--- src/rtl/reg_write_arbiter.sv ---
// ============================================================================
// Module : reg_write_arbiter
// Brief  : Round-robin arbiter sharing the register-file write port among
//          N_REQ writeback sources, with a registered write stage.
// Rev    : 1.0
// ============================================================================
`default_nettype none

module reg_write_arbiter #(
  parameter int N_REQ       = 3,
  parameter bit ZERO_REG_RO = 1'b1
) (
  input  logic                  clk,
  input  logic                  rst,
  input  logic                  hold,
  input  logic [N_REQ-1:0]      req_valid,
  output logic [N_REQ-1:0]      req_ready,
  input  logic [5*N_REQ-1:0]    req_addr,
  input  logic [32*N_REQ-1:0]   req_data,
  output logic                  write,
  output logic [4:0]            writeaddress,
  output logic [31:0]           dinreg,
  output logic [2:0]            grant_id,
  output logic [31:0]           pending_mask
);

  logic        r_write;
  logic [4:0]  r_waddr;
  logic [31:0] r_din;
  logic [2:0]  r_gid;
  logic [2:0]  r_rr_ptr;

  logic             w_found;
  logic [2:0]       w_gnt;
  logic [3:0]       w_sum;
  logic [N_REQ-1:0] w_ready;
  logic [4:0]       w_sel_addr;
  logic [31:0]      w_sel_data;
  logic             w_accept;
  logic [2:0]       w_next_ptr;

  // Search upward from the round-robin pointer, wrapping at N_REQ-1.
  always_comb begin
    w_found = 1'b0;
    w_gnt   = '0;
    w_sum   = '0;
    for (int k = 0; k < N_REQ; k++) begin
      w_sum = {1'b0, r_rr_ptr} + 4'(k);
      if (w_sum >= 4'(N_REQ)) begin
        w_sum = w_sum - 4'(N_REQ);
      end
      for (int j = 0; j < N_REQ; j++) begin
        if (!w_found && (w_sum == 4'(j)) && req_valid[j]) begin
          w_found = 1'b1;
          w_gnt   = 3'(j);
        end
      end
    end
  end

  always_comb begin
    w_ready    = '0;
    w_sel_addr = '0;
    w_sel_data = '0;
    for (int i = 0; i < N_REQ; i++) begin
      w_ready[i] = w_found && !hold && !rst && (w_gnt == 3'(i));
      if (w_gnt == 3'(i)) begin
        w_sel_addr = req_addr[5*i +: 5];
        w_sel_data = req_data[32*i +: 32];
      end
    end
  end

  assign w_accept   = |w_ready;
  assign w_next_ptr = (w_gnt == 3'(N_REQ-1)) ? 3'd0 : (w_gnt + 3'd1);

  // Writes to r0 are consumed (pointer still advances) but never drive the port.
  always_ff @(posedge clk) begin
    if (rst) begin
      r_write  <= 1'b0;
      r_waddr  <= '0;
      r_din    <= '0;
      r_gid    <= '0;
      r_rr_ptr <= '0;
    end else if (w_accept) begin
      r_write  <= !(ZERO_REG_RO && (w_sel_addr == 5'd0));
      r_waddr  <= w_sel_addr;
      r_din    <= w_sel_data;
      r_gid    <= w_gnt;
      r_rr_ptr <= w_next_ptr;
    end else begin
      r_write  <= 1'b0;
    end
  end

  assign req_ready    = w_ready;
  assign write        = r_write;
  assign writeaddress = r_waddr;
  assign dinreg       = r_din;
  assign grant_id     = r_gid;
  assign pending_mask = r_write ? (32'd1 << r_waddr) : 32'd0;

endmodule

`default_nettype wire

--- config.mk ---
export PLATFORM = sky130hd
export DESIGN_NAME = reg_write_arbiter
export DESIGN_NICKNAME = d
export VERILOG_FILES = /design/src/rtl/reg_write_arbiter.sv
export SDC_FILE = /design/constraint.sdc
export NUM_CORES = 1
export LEC_CHECK = 0
export ABC_AREA = 0
export CAP_MARGIN = 5
export CELL_PAD_IN_SITES_DETAIL_PLACEMENT = 0
export CELL_PAD_IN_SITES_GLOBAL_PLACEMENT = 2
export CORE_ASPECT_RATIO = 1.2
export CORE_MARGIN = 3
export CORE_UTILIZATION = 22
export CTS_CLUSTER_DIAMETER = 40
export DETAILED_ROUTE_END_ITERATION = 16
export PLACE_DENSITY_LB_ADDON = 0.08
export SLEW_MARGIN = 15
export SYNTH_ARGS = -nofsm -noshare
export SYNTH_HDL_FRONTEND = slang
export SYNTH_SLANG_ARGS = --single-unit
--- constraint.sdc ---
create_clock -name clk -period 5.7 [get_ports clk]
set_clock_uncertainty 0.15 [all_clocks]
set_input_delay 1.425 -clock clk [delete_from_list [all_inputs] [get_ports clk]]
set_output_delay 1.425 -clock clk [all_outputs]
set_load 0.02 [all_outputs]
==> flow_summary.json <==
{
  "rr_startpoint": "r_rr_ptr[0]",
  "slew_headroom": 0.617,
  "yosysMostFrequentCell": "dfxtp_1",
  "crit_path_end_kind": "output port",
  "criticalPathCategory": "in -> out",
  "synth_edf_count": 0,
  "power.share.sequential": 0.226,
  "drive_gt1_frac": 0.110,
  "n_antenna_cell": 0,
  "finalSetupViolations": 0,
  "worstMarginPinSlew_ns": 0.575,
  "grt_max_degree": 47,
  "grt_antenna_before_repair": 0,
  "cts_max_path_buffers": 2,
  "firstDrtPassIters": 4,
  "start_kind": "input pin",
  "numCtsBuffers": 5,
  "hold_viol_final": 0,
  "htreeDepth": 2,
  "grt_pass1_vias": 3102,
  "ctsResizeCount": 0,
  "synth_area_um2": 3170,
  "routed-via-count": 3250,
  "drtAntennaViolNets": 0,
  "synth_flop_cell": "dfxtp_1",
  "power.density_nw_per_um2": 481,
  "synth_top_area_cell": "dfxtp_1",
  "die_w_um": 116,
  "maxCapViolCount": 0,
  "combPwrFrac": 0.665,
  "max_freq_ghz": 0.182,
  "min_period_ns": 5.49,
  "timing.critical_path.buf_inv": 4,
  "syn_avg_cell_area_um2": 8.94,
  "leakage_nw": 1.87,
  "grt_overflow": 0,
  "synth_nets": 482,
  "p_int_mw": 1.37,
  "p_sw_frac": 0.462,
  "cts-root-buf": "clkbuf_16",
  "die_h_um": 137,
  "cp-startpoint": "req_valid[1]",
  "avgRoutedWirePerCell_um": 16.2,
  "start_util": 0.227,
  "nNetsFinal": 656,
  "async_reset_ff_frac": 0,
  "synth.distinct_cells": 54,
  "io_buffers": 191,
  "cts_sinks": 43,
  "hp-start": "grant_id[0]",
  "cts_tree": "built",
  "hp-class": "reg -> reg",
  "clockPowerShare": 0.109,
  "rrSetupSlack_ns": 1.50,
  "wirelength_um": 11300,
  "gp_congestion": 0.763,
  "cts_setup_buffers": 0,
  "timing.final.max_slew_violations": 0,
  "drt_iter0_drc": 130,
  "setup_tns_ns": 0,
  "synthCells": 354,
  "drc_errors": 0,
  "core-area_um2": 13900,
  "cp.required_ns": 4.12,
  "rows": 47,
  "setup_ws_ns": 0.206,
  "cpMostUsedCell": "clkdlybuf4s50_1",
  "p_switching_mw": 1.17,
  "ys_seq_elements": 43,
  "dp_slack_ns": 0.197,
  "fin_crit_sh": 0.964,
  "cp_slowest_cell": "clkdlybuf4s50_1",
  "clock_latency_ns": 0.28,
  "die_area_um2": 15900,
  "grt_pass1_wl_um": 16800,
  "rsz0062_at_grt": "no",
  "ioPinCount": 193,
  "cp_slowest_stage_delay_ns": 0.59,
  "clk_pin_slew_worst_paths_ns": 0.06,
  "area_growth_pct": 66.9,
  "cp_max_fo": 5,
  "yosysSeqAreaShare": 0.272,
  "synth_area_leaders": "dfxtp_1, a221oi_2, nand3b_1",
  "peakVddDrop_mv": 0.263,
  "netlist.area_leader.share": 0.272,
  "path_delay_family": "buffers and inverters",
  "crit_chain": "clkdlybuf4s50_1 > inv_1 > a2111oi_2 > a31oi_1 > and3_4 > a311o_2 > nand2b_1 > inv_2 > clkdlybuf4s50_1",
  "synthTopCellsByCount": "dfxtp_1, nand3b_1, nor2b_1, a221oi_2, nor2_1",
  "yosysWarnings": 0,
  "hpwl_um": 8730,
  "status": "finished, final reports clean",
  "grt_usage": 0.136,
  "vias_per_cell": 4.64,
  "worstPathArrival_ns": 3.92,
  "hold_buffers": 0
}
## worst paths after layout
kind | end | cells after the start
setup / recovery | req_ready[1] | 9
hold / removal | grant_id[0] | 2
setup reg to reg | write | 11
hold reg to reg | grant_id[0] | 2
## power by group through the flow
stage,sequential (mW),combinational [mW],clock [mW]
floorplan,0.710,1.01,0
global placement,0.574,1.72,0
detailed placement,0.580,1.72,0
CTS,0.576,1.73,0.289
global route,0.599,1.83,0.302
finish,0.573,1.69,0.277
## final cells by class
cell class	instances	area, um^2
clock inverter	1	5.00
tap	171	214
fill	1461	8650
timing repair buffer	197	1960
multi-input combinational	272	2080
sequential	43	861
clock buffer	7	133
inverter	9	33.8
## placed cells by master, fill, tap and decap left out, types with 3 or more instances in the layout
| cell | Yosys | routed |
|---|---|---|
| o21ai_1 | 29 | 29 |
| a221oi_2 | 30 | 30 |
| ha_1 | 11 | 11 |
| dfxtp_1 | 43 | 43 |
| buf_4 | 5 | 6 |
| clkbuf_16 | 0 | 5 |
| nand2_1 | 10 | 10 |
| o31ai_1 | 3 | 3 |
| nand3b_1 | 40 | 40 |
| mux2i_1 | 4 | 4 |
| nor2b_1 | 35 | 34 |
| inv_1 | 7 | 7 |
| o21ai_2 | 6 | 6 |
| a21o_1 | 3 | 3 |
| nor2_1 | 30 | 30 |
| clkdlybuf4s50_1 | 0 | 191 |
| nand2b_1 | 10 | 10 |
| nor3_1 | 11 | 11 |
| a31oi_1 | 3 | 3 |
| nand3_1 | 6 | 6 |
## per-stage QoR
step	cell area (um^2)	utilization	hold slack [ns]	instances	power [mW]
floorplan	3170	-	0.363	354	1.72
global placement	5150	0.369	0.294	692	2.30
detailed placement	5150	0.369	0.292	692	2.30
CTS	5280	0.379	0.300	700	2.59
global route	5280	0.379	0.315	700	2.74
finish	5280	0.379	0.294	700	2.54
## tightest hold or removal path, cell delays in order (launching register included)
cell and delay (ns):
dfxtp_1 0.31, nand2_1 0.05, nand2_1 0.04
## registers in the layout, indices dropped and copies added, names as in the netlist
| name | flops |
|---|---|
| writeaddress | 5 |
| write | 1 |
| dinreg | 32 |
| r_rr_ptr | 3 |
| grant_id | 2 |
## kinds of logic (layout without fill, tap and decap cells)
group / count (synthesis) / after routing / synth area share
and+or+nand+nor: 159 / 159 / 0.302
AOI/OAI and AO/OA: 93 / 93 / 0.282
DFF: 43 / 43 / 0.272
buffers and inverters: 39 / 214 / 0.0735
adders and majority gates: 11 / 11 / 0.0435
muxes: 7 / 7 / 0.0233
other: 1 / 1 / 0.00118
xor gates and xnor gates: 1 / 1 / 0.00277
## per-layer routing
| metal | vias to the layer above | global-route usage | routed length, um |
|---|---|---|---|
| li1 | 1644 | - | - |
| met1 | 1486 | 0.164 | 4640 |
| met2 | 112 | 0.237 | 5740 |
| met3 | 8 | 0.0325 | 770 |
| met4 | 0 | 0.0437 | 155 |
| met5 | - | 0 | 0 |
Power figures use the tool's default switching activity.
==> patch 1: new RTL, same settings <==
Change the parameter `ZERO_REG_RO` from 1'b1 to 1'b0.
--- a/src/rtl/reg_write_arbiter.sv
+++ b/src/rtl/reg_write_arbiter.sv
@@ -8,7 +8,7 @@
 
 module reg_write_arbiter #(
   parameter int N_REQ       = 3,
-  parameter bit ZERO_REG_RO = 1'b1
+  parameter bit ZERO_REG_RO = 1'b0
 ) (
   input  logic                  clk,
   input  logic                  rst,
Function: changed (Yosys sat finds a counterexample within 4 cycles, from zero or initial values and one cycle with rst high).
==> patch 1 against the original RTL <==
Sequential share of layout area rose by 0.13 points; clock power rose by 5%; global-route usage rose by 2.3 points; largest cell class unchanged; routed wire length rose by 13%; worst setup slack improved by 0.26 ns; cell count rose by 1.3%; area after synthesis fell by 3.1%; critical endpoint is now req_ready[0]; total power fell by 4.6%; sequential cell count did not move; highest routed layer unchanged; non-clock buffer count rose by 4; final area fell by 0.81%; utilization rose by 1.2 points; critical path type unchanged.
==> patch 1: results (changes against the original RTL) <==
[grt]
grt_pass1_vias = 3597  ; +16%
grt_use_met1_pct = 18.2  ; +1.9 points
grt_first_pass_wirelength_um = 19500  ; +16%
grt_usage_pct = 15.9  ; +2.3 points
grt_max_degree = 49  ; +4.3%
grt_util_met2_pct = 29.1  ; +5.4 points

[setup_path]
regToRegStartpoint = r_rr_ptr[1]$_SDFFE_PP0P_
slowest_delay_ns = 0.49  ; -0.10 ns
r2r-end = dinreg[2]$_SDFFE_PP0P_
cpLargestDelayFamily = compound AO/OA/AOI/OAI gates
rrSetupSlack_ns = 1.41  ; -0.09 ns
worstPathMaxFanout = 4  ; -1
crit_arrival_ns = 3.65  ; -0.27 ns

[layout]
num-nonclk-inverters = 7  ; -2
clkCellAreaFrac_pct = 2.75  ; +0.14 points
final_nets = 669  ; +2.0%
nFillCells = 1397  ; -4.4%
nNonClkBuffers = 201  ; +2.0%
multi_input_area_share_pct = 38.3  ; -1.1 points
final_cells = 709  ; +1.3%
nClkBuffers = 6  ; -1
drive_gt1_share_pct = 10.7  ; -0.24 points
buf_share_pct = 38.1  ; +1.0 points

[detailed_routing]
wl_per_cell_um = 18.1  ; +12%
via_count = 3543  ; +9.0%
drtIter0Drc = 185  ; +42%
wl_met2_um = 6630  ; +15%
wl_met3_um = 972  ; +26%
m1WireLength_um = 5080  ; +9.5%

[sta]
worst_pin_slew_ns = 0.747  ; +0.171 ns
whs_ns = 0.308  ; +0.0140 ns

[place]
post-dp-hpwl_um = 9440  ; +8.1%
place_worst_setup_slack_ns = 0.0864  ; -0.111 ns
dp_cells = 702  ; +1.4%
place_area_mm2 = 0.00508  ; -1.3%
place_congestion = 0.775  ; +1.6%

[status]
status = finished clean

[worst_hold_path]
hold_path_depth = 1  ; -1
min_from = grant_id[0]$_SDFFE_PP0P_

[power]
ir_drop_v = 0.000271  ; +3.0%
leakage_nw = 2.01  ; +7.6%

[yosys]
synth_common_cells = a21oi_1, nand3_1, dfxtp_1, nor2_1, a221oi_2
yosysUniqueCellTypes = 52  ; -3.7%
synth.area.top_cells = dfxtp_1, a221oi_2, a21oi_1, nand3_1, ha_1
netlist_instances = 366  ; +3.4%

[floorplan]
num_rows = 46  ; -2.1%

patch 1: cell types whose count changed in the layout (fill, tap and decap cells not counted), sizes merged, moves of 3 or more:
cell	before	now
a21oi	2	54
nand3	6	54
nand3b	40	3
nor2b	35	2
o21ai	37	13
a32o	0	11
o21a	0	11
a221oi	32	26
buf	6	10
clkdlybuf4s50	191	188
dlymetal6s2s	0	3
mux2	3	0
nand2	10	7
o31ai	3	0
patch 1: logic make-up after synthesis:
kind of cell             Yosys count  synth area share [%]
AO/OA/AOI/OAI                    136                  36.1
XOR/XNOR                           1                 0.286
adder cells (fa/ha/maj)           11                  4.49
buffers and inverters             40                  7.22
flip-flops                        43                  28.1
multiplexers                       2                 0.653
other                              1                 0.122
AND/OR/NAND/NOR                  132                  23.1
patch 1: report_power, final:
group / total [W] / switching [W] / internal [W]
Clock: 0.000292 / 0.000121 / 0.000171
Combinational: 0.00158 / 0.000925 / 0.000659
Sequential: 0.000546 / 0.000115 / 0.000431
==> patch 2: new RTL, same flow settings <==
Without the edit above. Reset style: asynchronous (`rst`), changed in one clocked block.
--- a/src/rtl/reg_write_arbiter.sv
+++ b/src/rtl/reg_write_arbiter.sv
@@ -75,7 +75,7 @@
   assign w_next_ptr = (w_gnt == 3'(N_REQ-1)) ? 3'd0 : (w_gnt + 3'd1);
 
   // Writes to r0 are consumed (pointer still advances) but never drive the port.
-  always_ff @(posedge clk) begin
+  always_ff @(posedge clk or posedge rst) begin
     if (rst) begin
       r_write  <= 1'b0;
       r_waddr  <= '0;
Check against the original RTL: differs if rst is asserted again (counterexample within 4 cycles, from zero or initial values and one cycle with rst high); with rst held inactive, the same outputs for 10 cycles.
==> patch 2 against the original RTL <==
Final area up 2.9%; total power up 0.87%; area after synthesis up 3.3%; sequential cell count unchanged; utilization down 0.34 points; worst setup slack better by 0.039 ns; routed wire length down 3.4%; count of clock-buffer cells in the layout down 1; largest cell class unchanged.
==> patch 2: results (changes against the original RTL) <==
[layout]
nFlopsAndLatches = 43  ; unchanged
final_cells = 736  ; +5.1%
num-nonclk-inverters = 21  ; +12
sh_seq_area_pct = 19.8  ; +3.5 points
buf_share_pct = 35.8  ; -1.2 points
nClkBuffers = 6  ; -1
clkCellAreaFrac_pct = 2.37  ; -0.23 points
multi_input_area_share_pct = 35.9  ; -3.4 points
multi_input_cells = 270  ; -0.74%
final_nets = 665  ; +1.4%

[grt]
grt_util_met2_pct = 23.0  ; -0.68 points
grt_first_pass_wirelength_um = 16900  ; +0.45%
grt_usage_pct = 13.1  ; -0.49 points
grt_max_degree = 67  ; +43%

[power]
sw_frac_of_total_pct = 46.2  ; about the same
p_sw_w = 0.00118  ; +0.96%
p_seq_w = 0.000555  ; -3%
comb_power_share_pct = 67.6  ; +1.1 points

[setup_path]
startpoint = req_valid[0]
crit_arrival_ns = 3.88  ; -0.04 ns
endpoint = req_ready[0]
regToRegStartpoint = r_rr_ptr[0]$_DFFE_PP0P_

[yosys]
synthAdderAreaFrac_pct = 4.21  ; -0.14 points
yosysUniqueCellTypes = 50  ; -7.4%
syn-num-nets = 488  ; +1.2%
seq_area_frac_synth_pct = 32.9  ; +5.7 points
synth.area.top_cells = dfrtp_1, mux2i_1, a211oi_2, nor2_1, a21o_1
yosys_most_used_dff = dfrtp_1
synth.mux.area_fraction_pct = 11.8  ; +9.5 points

[status]
status = finished clean

[sta]
whs_ns = 0.325  ; +0.0308 ns
fin_crit_sh_pct = 95.7  ; -0.69 points

[detailed_routing]
wl_per_cell_um = 14.9  ; -8.1%
via_count = 3175  ; -2.3%
m1WireLength_um = 4130  ; -11%

[floorplan]
num_rows = 48  ; +2.1%

[place]
place_area_mm2 = 0.00531  ; +3.2%

==> patch 2: changes by cell type after synthesis, moves of 27 or more <==
cell      before  now
a21o_1         3   30
a221oi_2      30    0
dfrtp_1        0   43
dfxtp_1       43    0
mux2i_1        4   33
nand3b_1      40    1
nor2_1        30   65
nor2b_1       35    5
==> patch 2: how the worst min path moves through the flow <==
stage / to / start / cells past startpoint
6_report: dinreg[17]$_DFFE_PP0P_ / dinreg[17]$_DFFE_PP0P_ / 1
4_1_cts: dinreg[17]$_DFFE_PP0P_ / dinreg[17]$_DFFE_PP0P_ / 1
5_1_grt: dinreg[17]$_DFFE_PP0P_ / dinreg[17]$_DFFE_PP0P_ / 1
3_5_place_dp: dinreg[9]$_DFFE_PP0P_ / dinreg[9]$_DFFE_PP0P_ / 1
3_3_place_gp: dinreg[19]$_DFFE_PP0P_ / dinreg[19]$_DFFE_PP0P_ / 1
2_1_floorplan: r_rr_ptr[2]$_DFFE_PP0P_ / r_rr_ptr[2]$_DFFE_PP0P_ / 1
